--- src/rtl/osd_mixer_pkg.sv ---
// Shared constants, commit FSM encoding and default palette for the OSD output mixer.
package osd_mixer_pkg;

  localparam logic [1:0] BLEND_OPAQUE  = 2'd0;
  localparam logic [1:0] BLEND_HALF    = 2'd1;
  localparam logic [1:0] BLEND_QUARTER = 2'd2;

  typedef enum logic {CM_IDLE = 1'b0, CM_PENDING = 1'b1} commit_state_e;

  // Entry packed {R,G,B} into the low 3*cb bits; idx0 black, 1 blue, 2 yellow, 3 white.
  function automatic logic [95:0] default_pal_entry(input int unsigned idx, input int unsigned cb);
    logic [95:0] f, r, g, b;
    f = (96'd1 << cb) - 96'd1;
    r = '0;
    g = '0;
    b = '0;
    case (idx)
      1: b = f;
      2: begin r = f; g = f; end
      3: begin r = f; g = f; b = f; end
      default: ;
    endcase
    return (r << (2 * cb)) | (g << cb) | b;
  endfunction

endpackage

--- src/rtl/osd_output_mixer_if.sv ---
// CPU-side palette access bus: shadow writes, commit request and busy status.
interface osd_output_mixer_if #(
  parameter int COLOR_BITS     = 8,
  parameter int OSD_COLOR_BITS = 2
);
  logic                      pal_wr;
  logic [OSD_COLOR_BITS-1:0] pal_addr;
  logic [3*COLOR_BITS-1:0]   pal_data;
  logic                      pal_commit;
  logic                      pal_busy;

  modport master (output pal_wr, pal_addr, pal_data, pal_commit, input  pal_busy);
  modport slave  (input  pal_wr, pal_addr, pal_data, pal_commit, output pal_busy);
endinterface

--- src/rtl/osd_blend_channel.sv ---
// One colour channel of the stage-2 mix. Blend adders exist only with OSD_MIXER_BLEND_EN;
// otherwise every overlay pixel is opaque.
module osd_blend_channel
  import osd_mixer_pkg::*;
#(
  parameter int COLOR_BITS = 8
) (
  input  logic [COLOR_BITS-1:0] vid_i,
  input  logic [COLOR_BITS-1:0] osd_i,
  input  logic                  ovl_i,
  input  logic [1:0]            mode_i,
  output logic [COLOR_BITS-1:0] mix_o
);
`ifdef OSD_MIXER_BLEND_EN
  localparam int W = COLOR_BITS + 2;
  logic [W-1:0] v_w, o_w, half_w, qtr_w;

  assign v_w    = W'(vid_i);
  assign o_w    = W'(osd_i);
  assign half_w = (v_w + o_w + W'(1)) >> 1;
  assign qtr_w  = (W'(3) * v_w + o_w + W'(2)) >> 2;

  always_comb begin
    mix_o = vid_i;
    if (ovl_i) begin
      case (mode_i)
        BLEND_HALF:    mix_o = half_w[COLOR_BITS-1:0];
        BLEND_QUARTER: mix_o = qtr_w[COLOR_BITS-1:0];
        default:       mix_o = osd_i;
      endcase
    end
  end
`else
  logic [1:0] unused_mode;
  assign unused_mode = mode_i;
  assign mix_o = ovl_i ? osd_i : vid_i;
`endif
endmodule

--- src/rtl/osd_output_mixer.sv ---
// OSD overlay/output stage: palette lookup, replace or blend, PIPE_STAGES fixed latency.
// Optional blending via OSD_MIXER_BLEND_EN; palette commits land on VSYNC rise.
module osd_output_mixer
  import osd_mixer_pkg::*;
#(
  parameter int COLOR_BITS     = 8,
  parameter int OSD_COLOR_BITS = 2,
  parameter int PIPE_STAGES    = 2
) (
  input  logic                      PCLK_i,
  input  logic                      reset_n,
  input  logic [COLOR_BITS-1:0]     R_i,
  input  logic [COLOR_BITS-1:0]     G_i,
  input  logic [COLOR_BITS-1:0]     B_i,
  input  logic                      HSYNC_i,
  input  logic                      VSYNC_i,
  input  logic                      DE_i,
  input  logic                      osd_enable_i,
  input  logic [OSD_COLOR_BITS-1:0] osd_color_i,
  input  logic [1:0]                blend_mode_i,
  osd_output_mixer_if.slave         pal,
  output logic [COLOR_BITS-1:0]     R_o,
  output logic [COLOR_BITS-1:0]     G_o,
  output logic [COLOR_BITS-1:0]     B_o,
  output logic                      HSYNC_o,
  output logic                      VSYNC_o,
  output logic                      DE_o
);
  localparam int NPAL = 2 ** OSD_COLOR_BITS;
  typedef logic [2:0][COLOR_BITS-1:0] rgb_t;

  rgb_t [NPAL-1:0] pal_dflt, shadow_q, active_q;

  for (genvar i = 0; i < NPAL; i++) begin : g_dflt
    localparam logic [95:0] D = default_pal_entry(i, COLOR_BITS);
    assign pal_dflt[i] = D[3*COLOR_BITS-1:0];
  end

  // Commit FSM
  commit_state_e state_q, state_d;
  logic          vs_q, vs_rise, copy;

  assign vs_rise      = VSYNC_i & ~vs_q;
  assign pal.pal_busy = (state_q == CM_PENDING);

  always_comb begin
    state_d = state_q;
    copy    = 1'b0;
    case (state_q)
      CM_IDLE:    if (pal.pal_commit) state_d = CM_PENDING;
      CM_PENDING: if (vs_rise) begin
        state_d = CM_IDLE;
        copy    = 1'b1;
      end
      default:    state_d = CM_IDLE;
    endcase
  end

  // Copy reads the pre-write shadow, so a write in the copy cycle only reaches shadow.
  always_ff @(posedge PCLK_i or negedge reset_n) begin
    if (!reset_n) begin
      state_q  <= CM_IDLE;
      vs_q     <= 1'b0;
      shadow_q <= pal_dflt;
      active_q <= pal_dflt;
    end else begin
      state_q <= state_d;
      vs_q    <= VSYNC_i;
      if (copy) active_q <= shadow_q;
      if (pal.pal_wr) shadow_q[pal.pal_addr] <= pal.pal_data;
    end
  end

  // Pixel pipeline: stage 1 lookup, stage 2 mix, then plain delay
  rgb_t                   vid1_q, osd1_q, mix_d;
  logic                   ovl1_q;
  logic [1:0]             mode1_q;
  rgb_t [PIPE_STAGES:2]   pix_q;
  logic [PIPE_STAGES:1][2:0] tmg_q;

  for (genvar c = 0; c < 3; c++) begin : g_ch
    osd_blend_channel #(.COLOR_BITS(COLOR_BITS)) u_ch (
      .vid_i  (vid1_q[c]),
      .osd_i  (osd1_q[c]),
      .ovl_i  (ovl1_q),
      .mode_i (mode1_q),
      .mix_o  (mix_d[c])
    );
  end

  always_ff @(posedge PCLK_i or negedge reset_n) begin
    if (!reset_n) begin
      vid1_q  <= '0;
      osd1_q  <= '0;
      ovl1_q  <= 1'b0;
      mode1_q <= BLEND_OPAQUE;
      pix_q   <= '0;
      tmg_q   <= '0;
    end else begin
      vid1_q   <= {R_i, G_i, B_i};
      osd1_q   <= active_q[osd_color_i];
      ovl1_q   <= osd_enable_i & DE_i;
      mode1_q  <= blend_mode_i;
      pix_q[2] <= mix_d;
      for (int k = 3; k <= PIPE_STAGES; k++) pix_q[k] <= pix_q[k-1];
      tmg_q[1] <= {HSYNC_i, VSYNC_i, DE_i};
      for (int k = 2; k <= PIPE_STAGES; k++) tmg_q[k] <= tmg_q[k-1];
    end
  end

  assign {R_o, G_o, B_o}           = pix_q[PIPE_STAGES];
  assign {HSYNC_o, VSYNC_o, DE_o}  = tmg_q[PIPE_STAGES];

endmodule

--- src/flat_wrapper.sv ---
// flat-port wrapper written by rule: the top's interface ports become plain ports
module osd_output_mixer_flat import osd_mixer_pkg::*;
#(
  parameter int COLOR_BITS     = 8,
  parameter int OSD_COLOR_BITS = 2,
  parameter int PIPE_STAGES    = 2
)
  (PCLK_i, reset_n, R_i, G_i, B_i, HSYNC_i, VSYNC_i, DE_i, osd_enable_i, osd_color_i, blend_mode_i, R_o, G_o, B_o, HSYNC_o, VSYNC_o, DE_o, pal_pal_wr, pal_pal_addr, pal_pal_data, pal_pal_commit, pal_pal_busy);
  osd_output_mixer_if #(.COLOR_BITS(COLOR_BITS), .OSD_COLOR_BITS(OSD_COLOR_BITS)) pal_i ();
  input  logic PCLK_i;
  input  logic reset_n;
  input  logic [COLOR_BITS-1:0] R_i;
  input  logic [COLOR_BITS-1:0] G_i;
  input  logic [COLOR_BITS-1:0] B_i;
  input  logic HSYNC_i;
  input  logic VSYNC_i;
  input  logic DE_i;
  input  logic osd_enable_i;
  input  logic [OSD_COLOR_BITS-1:0] osd_color_i;
  input  logic [1:0] blend_mode_i;
  output logic [COLOR_BITS-1:0] R_o;
  output logic [COLOR_BITS-1:0] G_o;
  output logic [COLOR_BITS-1:0] B_o;
  output logic HSYNC_o;
  output logic VSYNC_o;
  output logic DE_o;
  input wire logic [$bits(pal_i.pal_wr)-1:0] pal_pal_wr;
  input wire logic [$bits(pal_i.pal_addr)-1:0] pal_pal_addr;
  input wire logic [$bits(pal_i.pal_data)-1:0] pal_pal_data;
  input wire logic [$bits(pal_i.pal_commit)-1:0] pal_pal_commit;
  output wire logic [$bits(pal_i.pal_busy)-1:0] pal_pal_busy;
  assign pal_i.pal_wr = pal_pal_wr;
  assign pal_i.pal_addr = pal_pal_addr;
  assign pal_i.pal_data = pal_pal_data;
  assign pal_i.pal_commit = pal_pal_commit;
  assign pal_pal_busy = pal_i.pal_busy;
  osd_output_mixer #(.COLOR_BITS(COLOR_BITS), .OSD_COLOR_BITS(OSD_COLOR_BITS), .PIPE_STAGES(PIPE_STAGES)) u_core (.PCLK_i(PCLK_i), .reset_n(reset_n), .R_i(R_i), .G_i(G_i), .B_i(B_i), .HSYNC_i(HSYNC_i), .VSYNC_i(VSYNC_i), .DE_i(DE_i), .osd_enable_i(osd_enable_i), .osd_color_i(osd_color_i), .blend_mode_i(blend_mode_i), .pal(pal_i), .R_o(R_o), .G_o(G_o), .B_o(B_o), .HSYNC_o(HSYNC_o), .VSYNC_o(VSYNC_o), .DE_o(DE_o));
endmodule
--- config.mk ---
export PLATFORM = sky130hd
export DESIGN_NAME = osd_output_mixer_flat
export DESIGN_NICKNAME = d
export VERILOG_FILES = /design/src/rtl/osd_mixer_pkg.sv /design/src/rtl/osd_output_mixer_if.sv /design/src/rtl/osd_blend_channel.sv /design/src/rtl/osd_output_mixer.sv /design/src/flat_wrapper.sv
export SDC_FILE = /design/constraint.sdc
export NUM_CORES = 1
export LEC_CHECK = 0
export CAP_MARGIN = 25
export CORE_MARGIN = 2
export CORE_UTILIZATION = 44
export DETAILED_ROUTE_END_ITERATION = 7
export GPL_TIMING_DRIVEN = 1
export HOLD_SLACK_MARGIN = 0.03
export SETUP_SLACK_MARGIN = 0.5
export SYNTH_ARGS = -nofsm -noshare
export SYNTH_HDL_FRONTEND = slang
export SYNTH_SLANG_ARGS = --single-unit
--- constraint.sdc ---
create_clock -name PCLK_i -period 1.8 [get_ports PCLK_i]
set_input_delay 0.36 -clock PCLK_i [delete_from_list [all_inputs] [get_ports PCLK_i]]
set_output_delay 0.36 -clock PCLK_i [all_outputs]
set_load 0.01 [all_outputs]
Word-level counts from Yosys, hierarchy flattened
Index checks and enable logic that the tools add are counted.

word-level totals
  input bits = 62
  register bits after elaboration = 273
  word-level logic and storage cells = 59

cells by class
  $lt $le $gt $ge = 3
  multiplexer cells = 13
  reduce and logical (&&, ||, !) cells = 1
  bitwise logic cells = 4

operators with widths
  cell                  count
  $bwmux W96            1
  $bmux W24 S2          1
  $demux W24 S2         1
  $mux W24              2
  $mux W8               3
  $lt A2 B3 Y1 const B  2
  $mux W1               4
  $and A1 B1 Y1         2
  $ge A2 B1 Y1 const B  1
  $not A1 Y1            2
  $pmux W1 S2           1
  $logic_and A1 B1 Y1   1

Depth between registers and ports, before layout
  word-level depth = 5
  mapped depth = 4
  gate-level depth less buffers = 2

Hierarchy
Synthesis repeated with hierarchy kept, for this count alone.

unflattened totals
  cells, all modules = 548
  area total of the unflattened synthesis = 10,336.2 µm²

by module, submodules not included
  module             area each (µm²)  cells each  times used
  osd_output_mixer   9,942.0          521         1
  osd_blend_channel  131.4            9           3

Worst setup path after synthesis
Ideal clock, no wire load.

  path kind = input to register
  from = input osd_color_i[0]
  to = register u_core.osd1_q[10] in the netlist's numbering
  setup slack = 403 ps
  arrival = 1,259 ps
  cell stages on the path = 3
  data required time = 1,662 ps
  path through = buf_2 buf_4 mux4_2

between the ends
  cells in the longest elaborated chain, start to end = 2

RTL lines
  what                            line                     RTL
  start, declared                 flat_wrapper.sv:19       input logic [OSD_COLOR_BITS-1:0] osd_color_i;
  $bmux W24 S2                    osd_output_mixer.sv:101  osd1_q <= active_q[osd_color_i];
  $mux W24 (not written as such)  osd_output_mixer.sv:101
  end signal, assigned            osd_output_mixer.sv:101
  end, declared                   osd_output_mixer.sv:75   rgb_t vid1_q, osd1_q, mix_d;

Every way passes these cells. The select of a mux whose other input is x is not followed.
A chain may end at the register's enable or synchronous reset.

Final worst setup path
  from = register u_core.state_q (netlist: u_core.pal.pal_busy)
  to = register u_core.active_q[75] in the netlist's numbering

between the ends
  cells in the longest elaborated chain, start to end = 1

RTL lines
  what                    line                    RTL
  start, declared         osd_output_mixer.sv:40  commit_state_e state_q, state_d;
  start signal, assigned  osd_output_mixer.sv:67  state_q <= state_d;
  $mux W1                 osd_output_mixer.sv:49  case (state_q)
  end signal, assigned    osd_output_mixer.sv:65  active_q <= pal_dflt;
  end signal, assigned    osd_output_mixer.sv:69  if (copy) active_q <= shadow_q;
  end, declared           osd_output_mixer.sv:32  rgb_t [NPAL-1:0] pal_dflt, shadow_q, active_q;

Every way passes these cells.

==> key figures <==
Job
  – Max Cap Violations: 0

Global routing
  – Initial antenna violation count: 0
  – Pin count of the biggest net entering global routing: 54
  – GRT Total Usage: between 10% and 20%
  – First-pass GRT wire length: roughly 30 mm
  – Grt total ovfl: 0
  – Vias in the first global route: 5581

Die
  – Die area: 24300 sq um
  – Initial core utilization: 44.9%
  – Die X-Extent: 156 um
  – Core region area: 22600 sq um
  – I/O Pins: 90
  – Die H: 156 um
  – Core Rows: 55

Synthesis
  – Sequential area share after synthesis: about two thirds
  – Mapped Area: a little over 10000 sq um
  – Xor/xnor share of the synthesized area: 0%
  – Synth warn: 0
  – Syn_nets: approximately 610
  – Mux share of post-synthesis cell area: 29.3%
  – Post-synthesis compound-gate area fraction: 0.0739%
  – #FFs+latches synth: roughly 270
  – Simple-Gate Fraction of Synth Area: 0.763%
  – Post-Synth Adder-Cell Area: 0%
  – Mean Syn Cell Area: approximately 19 sq um
  – Post-Syn Instances: ~550
  – Largest family of logic cells by synthesized area: multiplexers
  – Netlist cell types: 16

Finish
  – Layout cells sized above 1: 66.5%
  – Most common cell after layout, fill and taps aside: dfrtp_1
  – Filler cell count: 1675
  – Antenna fix cells: 0
  – Synth-to-layout area growth: 30.8%
  – Most frequent cells in the layout: 175 x dfrtp_1, 156 x mux2_2, 96 x dfstp_2
  – Layout net count: 751

Route
  – Initial DRC count: 184
  – DRC violations left: 0
  – Wl on met1: between 9 and 10 mm
  – Drt first pass iters: 4
  – Met2 WL: 10.6 mm
  – Antenna Nets Post-Route: 0
  – Routed wl met3: 842 um
  – Highest routed layer: met4
  – Overall routed net length: 21.3 mm
  – Routed vias: 5158
  – WL/cell: 21.3 um
  – Via density: 5.17

STA
  – Final Hold Viols: 0
  – Fin crit share: 80.3%
  – Tmin final: 1.45 ns
  – Least-Margin Pin Slew: 0.453 ns
  – Max Freq: between 0.6 and 0.7 GHz
  – Final setup violation count: 0
  – Final worst setup slack: 0.354 ns
  – Clock Skews: approximately 0.011 ns
  – Unrepaired setup endpoints after global routing: yes
  – Final Max Tran Viols: 0
  – Hold WS: 0.254 ns
  – Slew headroom: 69.8%

Placed design
  – IO buf count: 87
  – DP HPWL: 11.1 mm
  – GPL Wtd Cong: 0.700
  – Worst slack at placement: -0.130 ns

Setup path
  – Critical path's top delay family: buffers and inverters
  – Setup CP Type: register to register
  – Worst Path Arrival: roughly 1.9 ns
  – Reg2reg setup slack: approximately 0.35 ns
  – Reg-to-Reg Start: u_core.pal.pal_busy$_DFF_PN0_
  – Cells along the critical path: buf_6 > nand3b_4 > buf_12 > buf_6 > buf_6 > mux2_2
  – CP max FO: 5
  – Crit path launch type: register
  – Crit path required time: 2.26 ns
  – Most frequent cell on the critical path: buf_6
  – R2r endpoint: u_core.active_q[75]$_DFFE_PN1P_
  – WP buf/inv: 4
  – Max incr delay on CP: 0.39 ns
  – Critical path endpoint category: register
  – Slowest cell on crit path: dfrtp_1
  – Worst reg-to-reg path cell count: 6

Hold path
  – Hold Crit Class: input port to register
  – Hold EP: u_core.tmg_q[2]$_DFF_PN0_
  – Hold Path Stages: 1
  – Worst Hold Launch: HSYNC_i

Clock tree
  – Clock Tree Root: clkbuf_16
  – CTS buffer count: 30
  – Clock slew at reported path FFs: about 0.060 ns
  – Deepest clock path buffer count: 3
  – CTS tree: done
  – Clock tree sinks: 272
  – Worst skew pair latency: 0.54 ns
  – H-Tree Depth: 1

Power and ir drop
  – VDD IR max: a little under 0.8 mV
  – Lkg Pwr: just under 6 nW
  – Pwr per Cell Area: 1370 nW/um^2

Outcome
  – Outcome: finished, final reports clean
through the flow:
stage                     std cells  TNS, ns  power, W  instance area (sq um)  util [%]
after floorplan                 546        0    0.0102                  10200         -
after global placement          914    -2.27    0.0111                  11600      51.1
after detailed placement        914    -4.48    0.0113                  11600      51.1
after CTS                       976        0    0.0179                  12700      55.9
after global routing            998        0    0.0190                  13300      58.7
final                           998        0    0.0182                  13300      58.7
final cells by class:
class / instances / area, sq um / area share (%)
flip-flops and latches: 272 / 6930 / 52.1
multi-input cells: 248 / 3300 / 24.8
repair buffers: 137 / 1610 / 12.1
clock buffers: 38 / 832 / 6.26
well taps: 285 / 357 / 2.68
clock inverters: 18 / 268 / 2.01
state kept, by name, summed over array words and instances, names as in the netlist:
register             cells
u_core.VSYNC_o           1
u_core.active_q         96
u_core.pal.pal_busy      1
u_core.osd1_q           24
u_core.ovl1_q            1
u_core.G_o               8
u_core.B_o               8
u_core.HSYNC_o           1
u_core.R_o               8
u_core.tmg_q             3
u_core.vid1_q           24
u_core.DE_o              1
u_core.shadow_q         96
synth_stat cells:
library cell	instances	area, sq um
buf_1	1	3.75
buf_4	6	45.0
dfrtp_1	176	4400
mux2_1	1	11.3
o21a_1	1	7.51
nand3b_4	1	20.0
nand3_2	1	10.0
clkbuf_1	1	3.75
mux2_2	215	2420
nand3b_2	2	22.5
nor3b_4	1	18.8
dfstp_2	96	2520
buf_6	5	56.3
mux4_2	24	541
buf_2	14	70.1
and2_1	1	6.26
power breakdown:
group          internal, W  leakage [nW]  switching (W)
clock              0.00414         0.524        0.00245
sequential         0.00804          3.09       0.000707
combinational      0.00193          2.20       0.000916
how the worst max path moves through the flow:
stage                                       start                              end  slack (ns)  cells after the start
floorplan                         pal_pal_addr[1]  u_core.shadow_q[10]$_DFFE_PN0P_        0.50                      3
global placement                  pal_pal_addr[1]  u_core.shadow_q[21]$_DFFE_PN0P_       -0.08                      4
detailed placement                pal_pal_addr[1]  u_core.shadow_q[11]$_DFFE_PN0P_       -0.13                      4
CTS                       u_core.B_o[0]$_DFF_PN0_                           B_o[0]        0.33                      1
global route        u_core.pal.pal_busy$_DFF_PN0_  u_core.active_q[72]$_DFFE_PN1P_        0.31                      6
finish              u_core.pal.pal_busy$_DFF_PN0_  u_core.active_q[75]$_DFFE_PN1P_        0.35                      6
cell families after synthesis:
family	after synthesis
and+or+nand+nor	6
buffers and inverters	27
DFF	272
muxes	240
AOI/OAI and AO/OA	1
metal layers:
| metal | vias to the layer above | track usage (%) |
|---|---|---|
| li1 | 2256 | - |
| met4 | 0 | 4.11 |
| met2 | 102 | 27.2 |
| met3 | 19 | 2.53 |
| met1 | 2781 | 22.1 |
| met5 | - | 0 |
timing repair:
item	CTS	global route
gates cloned	3	16
pin swaps	1	0
setup buffers	2	6
endpoints found under the hold margin	24	0
hold buffers	1	0
endpoints found under the setup margin	100	131
resized for setup	116	72
(Power assumes the default switching activity.)
